===== config.mk =====
export PLATFORM = sky130hd
export DESIGN_NAME = alu_decoder_flat
export DESIGN_NICKNAME = d
export VERILOG_FILES = /design/src/rtl/alu_pkg.sv /design/src/rtl/alu_decoder_if.sv /design/src/rtl/alu_decode_comb.sv /design/src/rtl/alu_decoder.sv /design/src/flat_wrapper.sv
export SDC_FILE = /design/constraint.sdc
export NUM_CORES = 1
export LEC_CHECK = 0
export CAP_MARGIN = 20
export CELL_PAD_IN_SITES_DETAIL_PLACEMENT = 1
export CELL_PAD_IN_SITES_GLOBAL_PLACEMENT = 2
export CORE_AREA = 3 3 40 42
export CTS_CLUSTER_DIAMETER = 200
export DETAILED_ROUTE_END_ITERATION = 12
export DIE_AREA = 0 0 43 45
export PLACE_DENSITY_LB_ADDON = 0.1
export SYNTH_ARGS = -nofsm -noshare
export SYNTH_HDL_FRONTEND = slang
export SYNTH_SLANG_ARGS = --single-unit

===== constraint.sdc =====
create_clock -name clk -period 1.18 [get_ports clk]
set_input_delay 0.118 -clock clk [delete_from_list [all_inputs] [get_ports clk]]
set_output_delay 0.118 -clock clk [all_outputs]
set_load 0.05 [all_outputs]

===== src/rtl/alu_pkg.sv =====
// Shared encodings for the RISC-V ALU control decoder.
// Covers the ALU operation codes, the main-decoder ALU classes and the funct3 values.
package alu_pkg;

    typedef enum logic [2:0] {
        ALU_ADD = 3'b000,
        ALU_SUB = 3'b001,
        ALU_AND = 3'b010,
        ALU_OR  = 3'b011,
        ALU_SLT = 3'b100,
        ALU_XOR = 3'b101,
        ALU_SRL = 3'b110,
        ALU_SLL = 3'b111
    } alu_ctrl_t;

    typedef enum logic [1:0] {
        LDST   = 2'b00,
        BRANCH = 2'b01,
        RTYPE  = 2'b10,
        RSVD   = 2'b11
    } alu_op_t;

    localparam logic [2:0] F3_ADD  = 3'b000;
    localparam logic [2:0] F3_SLL  = 3'b001;
    localparam logic [2:0] F3_SLT  = 3'b010;
    localparam logic [2:0] F3_SLTU = 3'b011;
    localparam logic [2:0] F3_XOR  = 3'b100;
    localparam logic [2:0] F3_SRL  = 3'b101;
    localparam logic [2:0] F3_OR   = 3'b110;
    localparam logic [2:0] F3_AND  = 3'b111;

endpackage


===== src/rtl/alu_decoder_if.sv =====
// Bundle between the main decoder (master) and the ALU control decoder (slave).
interface alu_decoder_if;
    logic [1:0] aluOp;
    logic [2:0] funct3;
    logic       funct7_5;
    logic [2:0] ALUControl;
    logic [2:0] ALUControlQ;
    logic       illegal;
    logic       illegalSeen;

    modport master (
        output aluOp, funct3, funct7_5,
        input  ALUControl, ALUControlQ, illegal, illegalSeen
    );

    modport slave (
        input  aluOp, funct3, funct7_5,
        output ALUControl, ALUControlQ, illegal, illegalSeen
    );
endinterface


===== src/rtl/alu_decode_comb.sv =====
// Pure combinational mapping of aluOp/funct3/funct7[5] to the ALU operation code.
// Any encoding that is reserved, unsupported or not fully known gives ADD with illegal raised.
module alu_decode_comb
    import alu_pkg::*;
(
    input  logic [1:0] alu_op_i,
    input  logic [2:0] funct3_i,
    input  logic       funct7_5_i,
    output logic [2:0] alu_ctrl_o,
    output logic       illegal_o
);

    alu_ctrl_t alu_ctrl;
    logic      illegal;

    always_comb begin
        // NOTE: defaults first so every path assigns both outputs and no latch is inferred.
        alu_ctrl = ALU_ADD;
        illegal  = 1'b1;
        // Ranges cover the ignored bits without wildcards, so X/Z inputs match nothing and reach default.
        case ({alu_op_i, funct3_i, funct7_5_i}) inside
            [{LDST, 4'b0000}   : {LDST, 4'b1111}]:   begin alu_ctrl = ALU_ADD; illegal = 1'b0; end
            [{BRANCH, 4'b0000} : {BRANCH, 4'b1111}]: begin alu_ctrl = ALU_SUB; illegal = 1'b0; end
            {RTYPE, F3_ADD, 1'b0}:                   begin alu_ctrl = ALU_ADD; illegal = 1'b0; end
            {RTYPE, F3_ADD, 1'b1}:                   begin alu_ctrl = ALU_SUB; illegal = 1'b0; end
            [{RTYPE, F3_AND, 1'b0} : {RTYPE, F3_AND, 1'b1}]: begin alu_ctrl = ALU_AND; illegal = 1'b0; end
            [{RTYPE, F3_OR,  1'b0} : {RTYPE, F3_OR,  1'b1}]: begin alu_ctrl = ALU_OR;  illegal = 1'b0; end
            [{RTYPE, F3_SLT, 1'b0} : {RTYPE, F3_SLT, 1'b1}]: begin alu_ctrl = ALU_SLT; illegal = 1'b0; end
            [{RTYPE, F3_XOR, 1'b0} : {RTYPE, F3_XOR, 1'b1}]: begin alu_ctrl = ALU_XOR; illegal = 1'b0; end
            [{RTYPE, F3_SRL, 1'b0} : {RTYPE, F3_SRL, 1'b1}]: begin alu_ctrl = ALU_SRL; illegal = 1'b0; end
            [{RTYPE, F3_SLL, 1'b0} : {RTYPE, F3_SLL, 1'b1}]: begin alu_ctrl = ALU_SLL; illegal = 1'b0; end
            default: ; // RTYPE/SLTU and RSVD keep the ADD + illegal defaults
        endcase
    end

    assign alu_ctrl_o = alu_ctrl;
    assign illegal_o  = illegal;

endmodule


===== src/rtl/alu_decoder.sv =====
// Second-level ALU control decoder: combinational code plus registered
// copies of the code and a sticky illegal-encoding flag for trace.
module alu_decoder
    import alu_pkg::*;
(
    input  logic          clk,
    input  logic          rst_n,
    alu_decoder_if.slave  bus
);

    logic [2:0] alu_ctrl_d, alu_ctrl_q;
    logic       illegal_seen_d, illegal_seen_q;

    alu_decode_comb u_decode (
        .alu_op_i   (bus.aluOp),
        .funct3_i   (bus.funct3),
        .funct7_5_i (bus.funct7_5),
        .alu_ctrl_o (bus.ALUControl),
        .illegal_o  (bus.illegal)
    );

    assign alu_ctrl_d     = bus.ALUControl;
    assign illegal_seen_d = illegal_seen_q | bus.illegal;

    always_ff @(posedge clk or negedge rst_n) begin
        if (!rst_n) begin
            alu_ctrl_q     <= ALU_ADD;
            illegal_seen_q <= 1'b0;
        end else begin
            // NOTE: non-blocking so every register samples pre-edge values.
            alu_ctrl_q     <= alu_ctrl_d;
            illegal_seen_q <= illegal_seen_d;
        end
    end

    assign bus.ALUControlQ = alu_ctrl_q;
    assign bus.illegalSeen = illegal_seen_q;

endmodule


===== src/flat_wrapper.sv =====
// flat-port wrapper written by rule: the top's interface ports become plain ports
module alu_decoder_flat import alu_pkg::*;
  (clk, rst_n, bus_aluOp, bus_funct3, bus_funct7_5, bus_ALUControl, bus_ALUControlQ, bus_illegal, bus_illegalSeen);
  alu_decoder_if bus_i ();
  input  logic clk;
  input  logic rst_n;
  input wire logic [$bits(bus_i.aluOp)-1:0] bus_aluOp;
  input wire logic [$bits(bus_i.funct3)-1:0] bus_funct3;
  input wire logic [$bits(bus_i.funct7_5)-1:0] bus_funct7_5;
  output wire logic [$bits(bus_i.ALUControl)-1:0] bus_ALUControl;
  output wire logic [$bits(bus_i.ALUControlQ)-1:0] bus_ALUControlQ;
  output wire logic [$bits(bus_i.illegal)-1:0] bus_illegal;
  output wire logic [$bits(bus_i.illegalSeen)-1:0] bus_illegalSeen;
  assign bus_i.aluOp = bus_aluOp;
  assign bus_i.funct3 = bus_funct3;
  assign bus_i.funct7_5 = bus_funct7_5;
  assign bus_ALUControl = bus_i.ALUControl;
  assign bus_ALUControlQ = bus_i.ALUControlQ;
  assign bus_illegal = bus_i.illegal;
  assign bus_illegalSeen = bus_i.illegalSeen;
  alu_decoder u_core (.clk(clk), .rst_n(rst_n), .bus(bus_i));
endmodule

[Word-level counts from Yosys, hierarchy flattened]
Index checks and enable logic that the tools add are counted.
Word-level totals
  input bits: 8
  logic and storage cells: 49
  output and inout port bits: 8
  register bits after elaboration: 4
Operators by class
  order comparisons: 16
  bitwise gates (word level): 1
  equality and inequality tests: 2
  multiplexer cells: 20
  reductions and logical operators: 8
Operator list (count)
  $ge 6x6->1 const B: 6
  $le 6x6->1 const B: 6
  $mux 3: 10
  $eq 6x6->1 const B: 2
  $mux 1: 10
  $logic_and 1x1->1: 8
  $ge 6x1->1 const B: 1
  $ge 6x5->1 const B: 1
  $le 6x4->1 const B: 1
  $le 6x5->1 const B: 1
  $or 1x1->1: 1

[Logic depth before layout (Yosys ltp)]
Gate-level depths: netlist of run 1.
  word-level depth: 13
  depth in mapped cells: 3
  mapped depth without buffers: 3

[Hierarchy]
Synthesis of run 1 repeated with hierarchy kept, for this count alone.
Second synthesis, totals
  cells, all modules: 17
  area, all modules: 200.2 um2
Modules (own cells, without submodules)
  alu_decoder: sequential area each 100.1 um2, area an instance 106.4 um2, cells each 5, instances 1
  alu_decode_comb: sequential area each 0.0 um2, area an instance 93.8 um2, cells each 12, instances 1

[Worst setup path after synthesis of run 1]
No wires, ideal clock.
  kind: input -> register
  start: in bus_funct3[2]
  end: reg u_core.alu_ctrl_q[0], in the netlist u_core.bus.ALUControlQ[0]
  path slack: -0.563 ns
  required time: 0.932 ns
  data arrival time: 1.494 ns
  setup time: 0.248 ns
  cell stages on the path: 3
  path buffers: 0
  cell sequence: mux2i_1 o31ai_1 o21ai_0
Between the ends
  word-level cells in the longest chain between the ends: 12
  elaborated cells on any way between the ends: 36
  those cells by class: order compare: 16; eq/ne: 2; mux: 10; reduce/logical: 8
Ends and longest elaborated chain
  from (decl): line flat_wrapper.sv:8  | input wire logic [$bits(bus_i.funct3)-1:0] bus_funct3;
  $ge 6x6->1 (no source line) / $le 6x6->1 (equally long branches)
  $logic_and 1x1->1 (no source line)
  $mux 3 (9 in series): line alu_decode_comb.sv:21  | case ({alu_op_i, funct3_i, funct7_5_i}) inside
  $mux 3 *: line alu_decode_comb.sv:21
  named net bus_ALUControl[0]: line flat_wrapper.sv:10  | output wire logic [$bits(bus_i.ALUControl)-1:0] bus_ALUControl;
  to (signal assigned): line alu_decoder.sv:31  | alu_ctrl_q <= alu_ctrl_d;
  to (decl): line alu_decoder.sv:11  | logic [2:0] alu_ctrl_d, alu_ctrl_q;
Mark *: on every way through the listed nets, which the timed path passes. The rest lies on a longest branch.

[Worst setup path in the final report of run 1]
  start: in bus_funct3[2]
  end: out bus_ALUControl[0]
Between the ends
  word-level cells in the longest chain between the ends: 12
  elaborated cells on any way between the ends: 36
  those cells by class: order compare: 16; eq/ne: 2; mux: 10; reduce/logical: 8
Ends and longest elaborated chain (line)
  $ge 6x6->1 (no source line) / $le 6x6->1 (equally long branches)
  $logic_and 1x1->1 (no source line)
  $mux 3 (9 in series): alu_decode_comb.sv:21
  $mux 3 *: alu_decode_comb.sv:21
  to (decl): flat_wrapper.sv:10
Every way passes the cells marked *; elsewhere a longest branch is shown, timed or not.

==> flow_summary.yaml, run 1 <==
global_route:
  grt_max_degree: 6
  grt_pass1_wl_mm: 1.04
  grt_util_all_layers: 0.0735
  gr-total-overflow: 0
  use_met1: 0.0852
  met2_usage: 0.117
  antenna_found_initial: 0
  grt_pass1_vias: 259
  busiest_layer: "met2"
  grt_use_met3: 0.0438
critical_path:
  cp_cell_sequence: "clkbuf_4, mux2i_4, o31ai_4, o21ai_4, buf_12"
  worst_setup_path_end_kind: "output port"
  cpPeakStageDelay_ps: 260
  r2r_end: "u_core.bus.illegalSeen"
  slowest_stage: "mux2i_4"
  cp.required_ps: 1060
  critPathMaxFanout: 5
  cp.arrival_ps: 980
  worst-setup-path-type: "in -> out"
  ff2ff_setup_slack_ps: 440
  rr_worst_depth: 1
  critPathLaunchType: "input pin"
  rr_startpoint: "u_core.bus.illegalSeen"
logic_synthesis:
  synth_top_area_share: 0.533
  ys_seq_elements: 4
  yosysMostFrequentCell: "dfrtp_1"
  syn-num-nets: 25
  yosys.cell_types.count: 10
  netlist_instances: 17
  synthTopCellsByArea: "dfrtp_1 (53%), mux2i_1 (11%), nand2b_1 (6.7%)"
  synth.largest_area_cell: "dfrtp_1"
  ys.flop_type: "dfrtp_1"
  synth_commonest_cells: "dfrtp_1 (4), nor2_1 (3), mux2i_1 (2), nand2b_1 (2)"
  syn-cell-area_um2: 188
  ys.warnings.count: 0
  yosysSeqAreaShare: 0.533
  synth_edf_count: 0
  synthArstFlopShare: 1.00
  postSynthAreaPerCell_um2: 11.0
final_layout:
  nets: 51
  stdcell_area_um2: 556
  diodes: 0
  drive_above_1_share: 0.634
  final_cell_count_no_fill: 56
  area_growth_pct: 196
  fillCellCount: 142
die:
  fp.dieW_um: 43
  core_mm2: 0.00128
  ios: 16
  fp-row-count: 13
  dieHeight_um: 45
  start_util: 0.146
  die_area_mm2: 0.00194
cts:
  h-tree-depth: 1
  cts_sinks: 4
  cts_max_path_buffers: 2
  cts_buffers: 3
  cts.reportedPaths.clkPinSlew_ps: 40
  cts_tree: "built"
  worstSkewPairLatency_ps: 230
  clockRootBuffer: "clkbuf_4"
  postCtsHoldBufs: 0
route:
  vias: 222
  dr.first_iter.drc_count: 2
  drt-total-wl_um: 628
  via_per_inst: 3.96
  drc: 0
  ant_nets: 0
  drt_first_pass_iters: 2
  wire_per_inst_um: 11.2
power_and_ir_drop:
  internal_power_mw: 0.362
  vdd_drop_max_mv: 0.409
  p_sw_frac: 0.304
  pwr-share-seq: 0.286
  switchingPower_mw: 0.158
  p_comb_frac: 0.401
  power.density_mw_per_mm2: 936
  p_leak_nw: 0.262
  pwr-share-clk: 0.313
min_path:
  hold_class: "in -> async"
sta:
  post-route-min-period_ps: 1100
  tightest_slew_ps: 256
  max_freq_mhz: 907
  slew_violations: 0
  fin_crit_sh: 0.934
  maxSlewHeadroom: 0.824
  finClkSkew_ps: 0
  hold_viol: 0
  grt_setup_unrepaired: "false"
  finalSetupViolCount: 0
placement:
  dp_cells: 52
  gp_congestion: 0.669
  dp_hpwl_um: 498
  portBuffers: 15
  postPlaceCellArea_um2: 478
run_status:
  status: "finished clean"
job:
  drv_cap: 0
-- cell usage in the layout, fill, tap and decap left out --
cell and count:
clkdlybuf4s50_1 1, dfrtp_1 4, nor2_1 1, mux2i_4 1, or2_1 1, buf_4 6, mux2i_1 1, o21a_1 1
dlygate4sd2_1 1, and3b_1 1, dlymetal6s2s_1 2, nand2b_4 1, nor2_4 2, o31ai_4 1, clkbuf_2 2, buf_12 8
xor2_1 1, nand2b_1 1, clkbuf_4 4, o21ai_4 1
-- cells by family after synthesis --
logic type / count (synthesis) / synth area share
and+or+nand+nor: 7 / 0.207
DFF: 4 / 0.533
AOI/OAI and AO/OA: 3 / 0.107
muxes: 2 / 0.107
xor gates and xnor gates: 1 / 0.0467
-- sequential cells by signal (all words and copies together), names as in the netlist --
name / cells
u_core.bus.ALUControlQ: 3
u_core.bus.illegalSeen: 1
-- critical path: cells and delay by family --
kind / cells / cell delay (ps)
buffers and inverters: 2 / 310
muxes: 1 / 260
AOI/OAI and AO/OA: 2 / 290
-- metal layers --
metal	up-vias	wire length [µm]
li1	106	-
met1	103	257
met2	13	325
met3	0	45
met4	0	0
met5	-	0
-- power groups by stage --
stage | clock network [mW] | logic [mW] | registers (mW)
4_1_cts | 0.172 | 0.193 | 0.149
5_1_grt | 0.183 | 0.220 | 0.149
2_1_floorplan | 0 | 0.0512 | 0.169
3_5_place_dp | 0 | 0.185 | 0.151
6_report | 0.163 | 0.208 | 0.149
3_3_place_gp | 0 | 0.183 | 0.150
-- cell type report --
class                   instances  area [µm²]  share of cell area
clock buffers                   3        22.5              0.0405
multi-input cells              13         148               0.266
flip-flops and latches          4         100               0.180
well taps                      15        18.8              0.0338
repair buffers                 21         267               0.480
-- stage by stage --
stage	total power, mW	utilization	setup TNS (ps)	hold WS (ps)	setup slack [ps]
after global placement	0.333	0.372	-1350	329	-258
after detailed placement	0.335	0.372	-1530	338	-313
final	0.520	0.432	0	94.7	77.9
after global routing	0.552	0.432	0	108	23.7
after floorplan	0.220	-	-3.68	-178	-1.87
after CTS	0.514	0.407	-74.1	96.5	-31.4
-- timing repair --
item | CTS | global route
setup buffers | 1 | 0
gates resized for setup | 11 | 15
setup endpoints to repair | 5 | 4
pin swaps | 2 | 2
-- worst max-delay path by stage --
stage	end	startpoint	cells after the start
3_5_place_dp	bus_ALUControl[0]	bus_funct3[2]	5
3_3_place_gp	bus_ALUControl[0]	bus_funct3[2]	5
5_1_grt	bus_ALUControl[0]	bus_funct3[2]	5
4_1_cts	bus_ALUControl[0]	bus_aluOp[0]	4
2_1_floorplan	u_core.bus.ALUControlQ[1]	bus_aluOp[0]	2
6_report	bus_ALUControl[0]	bus_funct3[2]	5
Power figures use the tool's default switching activity.
==> run 2, diff against run 1 <==
--- a/config.mk
+++ b/config.mk
@@ -12,6 +12,7 @@
 export CTS_CLUSTER_DIAMETER = 200
 export DETAILED_ROUTE_END_ITERATION = 12
 export DIE_AREA = 0 0 43 45
+export GPL_TIMING_DRIVEN = 0
 export PLACE_DENSITY_LB_ADDON = 0.1
 export SYNTH_ARGS = -nofsm -noshare
 export SYNTH_HDL_FRONTEND = slang
==> run 2 against run 1 <==
  * Clock skew is the same
  * Sequential power shrank 3%
  * Clock power is essentially flat
  * Non-clock buffer count shrank 6
  * Cell count shrank 11%
  * Maximum frequency shrank 1.8%
  * Critical path depth is the same
  * Via count shrank 8.1%
  * Count of clock-buffer cells in the layout is the same
  * Worst setup slack lost 20 ps
  * Cell area shrank 26%
  * First-iteration DRC count is the same
  * Largest power group is now the clock network
==> flow_summary.yaml, run 2 (synthesis gave the netlist of run 1 again) <==
cts:
  clockRootBuffer: "clkbuf_4"
  h-tree-depth: 1
  cts_sinks: 4
  worstSkewPairLatency_ps: 230
  cts.reportedPaths.clkPinSlew_ps: 40
  cts_max_path_buffers: 2
  postCtsSetupRepairBufs: 0
  cts_tree: "built"
  cts_buffers: 3
die:
  fp-row-count: 13
  dieHeight_um: 45
  die_area_mm2: 0.00194
  core_mm2: 0.00128
  start_util: 0.146
  fp.dieW_um: 43
  ios: 16
sta:
  post-route-min-period_ps: 1120
  setup_slack_ps: 57.6
  hold_slack_ps: 96.0
  slew_violations: 0
  fin_crit_sh: 0.951
  hold_viol: 0
  max_freq_mhz: 891
  finalSetupViolCount: 0
  maxSlewHeadroom: 0.829
  tightest_slew_ps: 249
  finClkSkew_ps: 0
job:
  drv_cap: 0
critical_path:
  critPathMaxFanout: 5
  rr_worst_depth: 1
  ff2ff_setup_slack_ps: 480
  worst-setup-path-type: "in -> out"
  crit_buf_inv: 2
  cp.required_ps: 1060
  cp.arrival_ps: 1000
  rr_startpoint: "u_core.bus.illegalSeen"
  slowest_stage: "mux2i_2"
  cp.depth: 5
  cp_cell_sequence: "buf_2, mux2i_2, o31ai_4, o21ai_4, buf_6"
  critPathLaunchType: "input pin"
  r2r_end: "u_core.bus.illegalSeen"
  crit_family: "buffers and inverters"
  worst_setup_path_end_kind: "output port"
  cpPeakStageDelay_ps: 270
global_route:
  grt_pass1_wl_um: 972
  grt_pass1_vias: 241
  antenna_found_initial: 0
  grt_max_degree: 6
  grt_util_all_layers: 0.0751
  gr-total-overflow: 0
route:
  drc: 0
  vias: 204
  drt-total-wl_um: 595
  via_per_inst: 4.08
  drt_first_pass_iters: 4
  wire_per_inst_um: 11.9
  dr.first_iter.drc_count: 2
  ant_nets: 0
power_and_ir_drop:
  p_total_mw: 0.461
  vdd_drop_max_mv: 0.301
  p_leak_nw: 0.201
  power.density_mw_per_mm2: 1120
placement:
  pre_cts_slack_ps: -909
  dp_hpwl_um: 454
  dp_cells: 47
  gp_congestion: 0.669
  portBuffers: 15
final_layout:
  final_cell_count_no_fill: 50
  final_cell_mix: "clkbuf_2 (4), dfrtp_1 (4), clkbuf_4 (3), buf_6 (3)"
  nets: 45
  drive_above_1_share: 0.571
  diodes: 0
  area_growth_pct: 120
  largest_reg_flops: 3
  final_util: 0.321
min_path:
  hold_class: "in -> async"
run_status:
  status: "finished clean"
==> run 2: worst max-delay path by stage <==
stage	start	end
floorplan	bus_aluOp[0]	u_core.bus.ALUControlQ[1]
global placement	bus_funct3[2]	bus_ALUControl[0]
detailed placement	bus_funct3[2]	bus_ALUControl[0]
CTS	bus_aluOp[0]	bus_ALUControl[0]
global route	bus_funct3[2]	bus_ALUControl[0]
finish	bus_funct3[2]	bus_ALUControl[0]
==> run 2: cell type report <==
cell class              instances  area (µm²)
fillers                       148         872
multi-input cells              13         139
repair buffers                 15         133
flip-flops and latches          4         100
clock buffers                   3        22.5
well taps                      15        18.8
==> run 2: metal layers <==
| metal | vias up | part of all wire | GRT usage |
|---|---|---|---|
| met5 | - | 0 | 0 |
| met2 | 13 | 0.52 | 0.108 |
| met1 | 96 | 0.37 | 0.0704 |
| met3 | 0 | 0.11 | 0.0398 |
| met4 | 0 | 0 | 0.0904 |
| li1 | 95 | - | - |
==> run 2: where the power goes <==
group / total (mW) / leakage (nW) / switching [mW] / internal (mW)
clock: 0.166 / 0.0138 / 0.0524 / 0.113
combinational: 0.150 / 0.139 / 0.0955 / 0.0542
sequential: 0.145 / 0.0481 / 0.00158 / 0.144
total: 0.461 / 0.201 / 0.150 / 0.312
==> run 2: per-stage QoR <==
step,area [µm²],TNS (ps)
finish,413,0
global route,413,-8.72
CTS,402,-33.4
detailed placement,360,-3570
global placement,360,-3490
floorplan,191,-3.68
==> run 2: what timing repair did <==
action,4_1_cts,5_1_grt
gates resized for setup,48,15
pin swaps,0,1
endpoints found under the setup margin,8,5
cloned,0,0
hold endpoints to repair,0,0
hold buffers,0,0
==> run 3, diff against run 2 <==
--- a/config.mk
+++ b/config.mk
@@ -14,6 +14,7 @@
 export DIE_AREA = 0 0 43 45
 export GPL_TIMING_DRIVEN = 0
 export PLACE_DENSITY_LB_ADDON = 0.1
+export SLEW_MARGIN = 10
 export SYNTH_ARGS = -nofsm -noshare
 export SYNTH_HDL_FRONTEND = slang
 export SYNTH_SLANG_ARGS = --single-unit
==> results of run 3 <==
Final layout, timing and power as in run 2 (identical DEF).
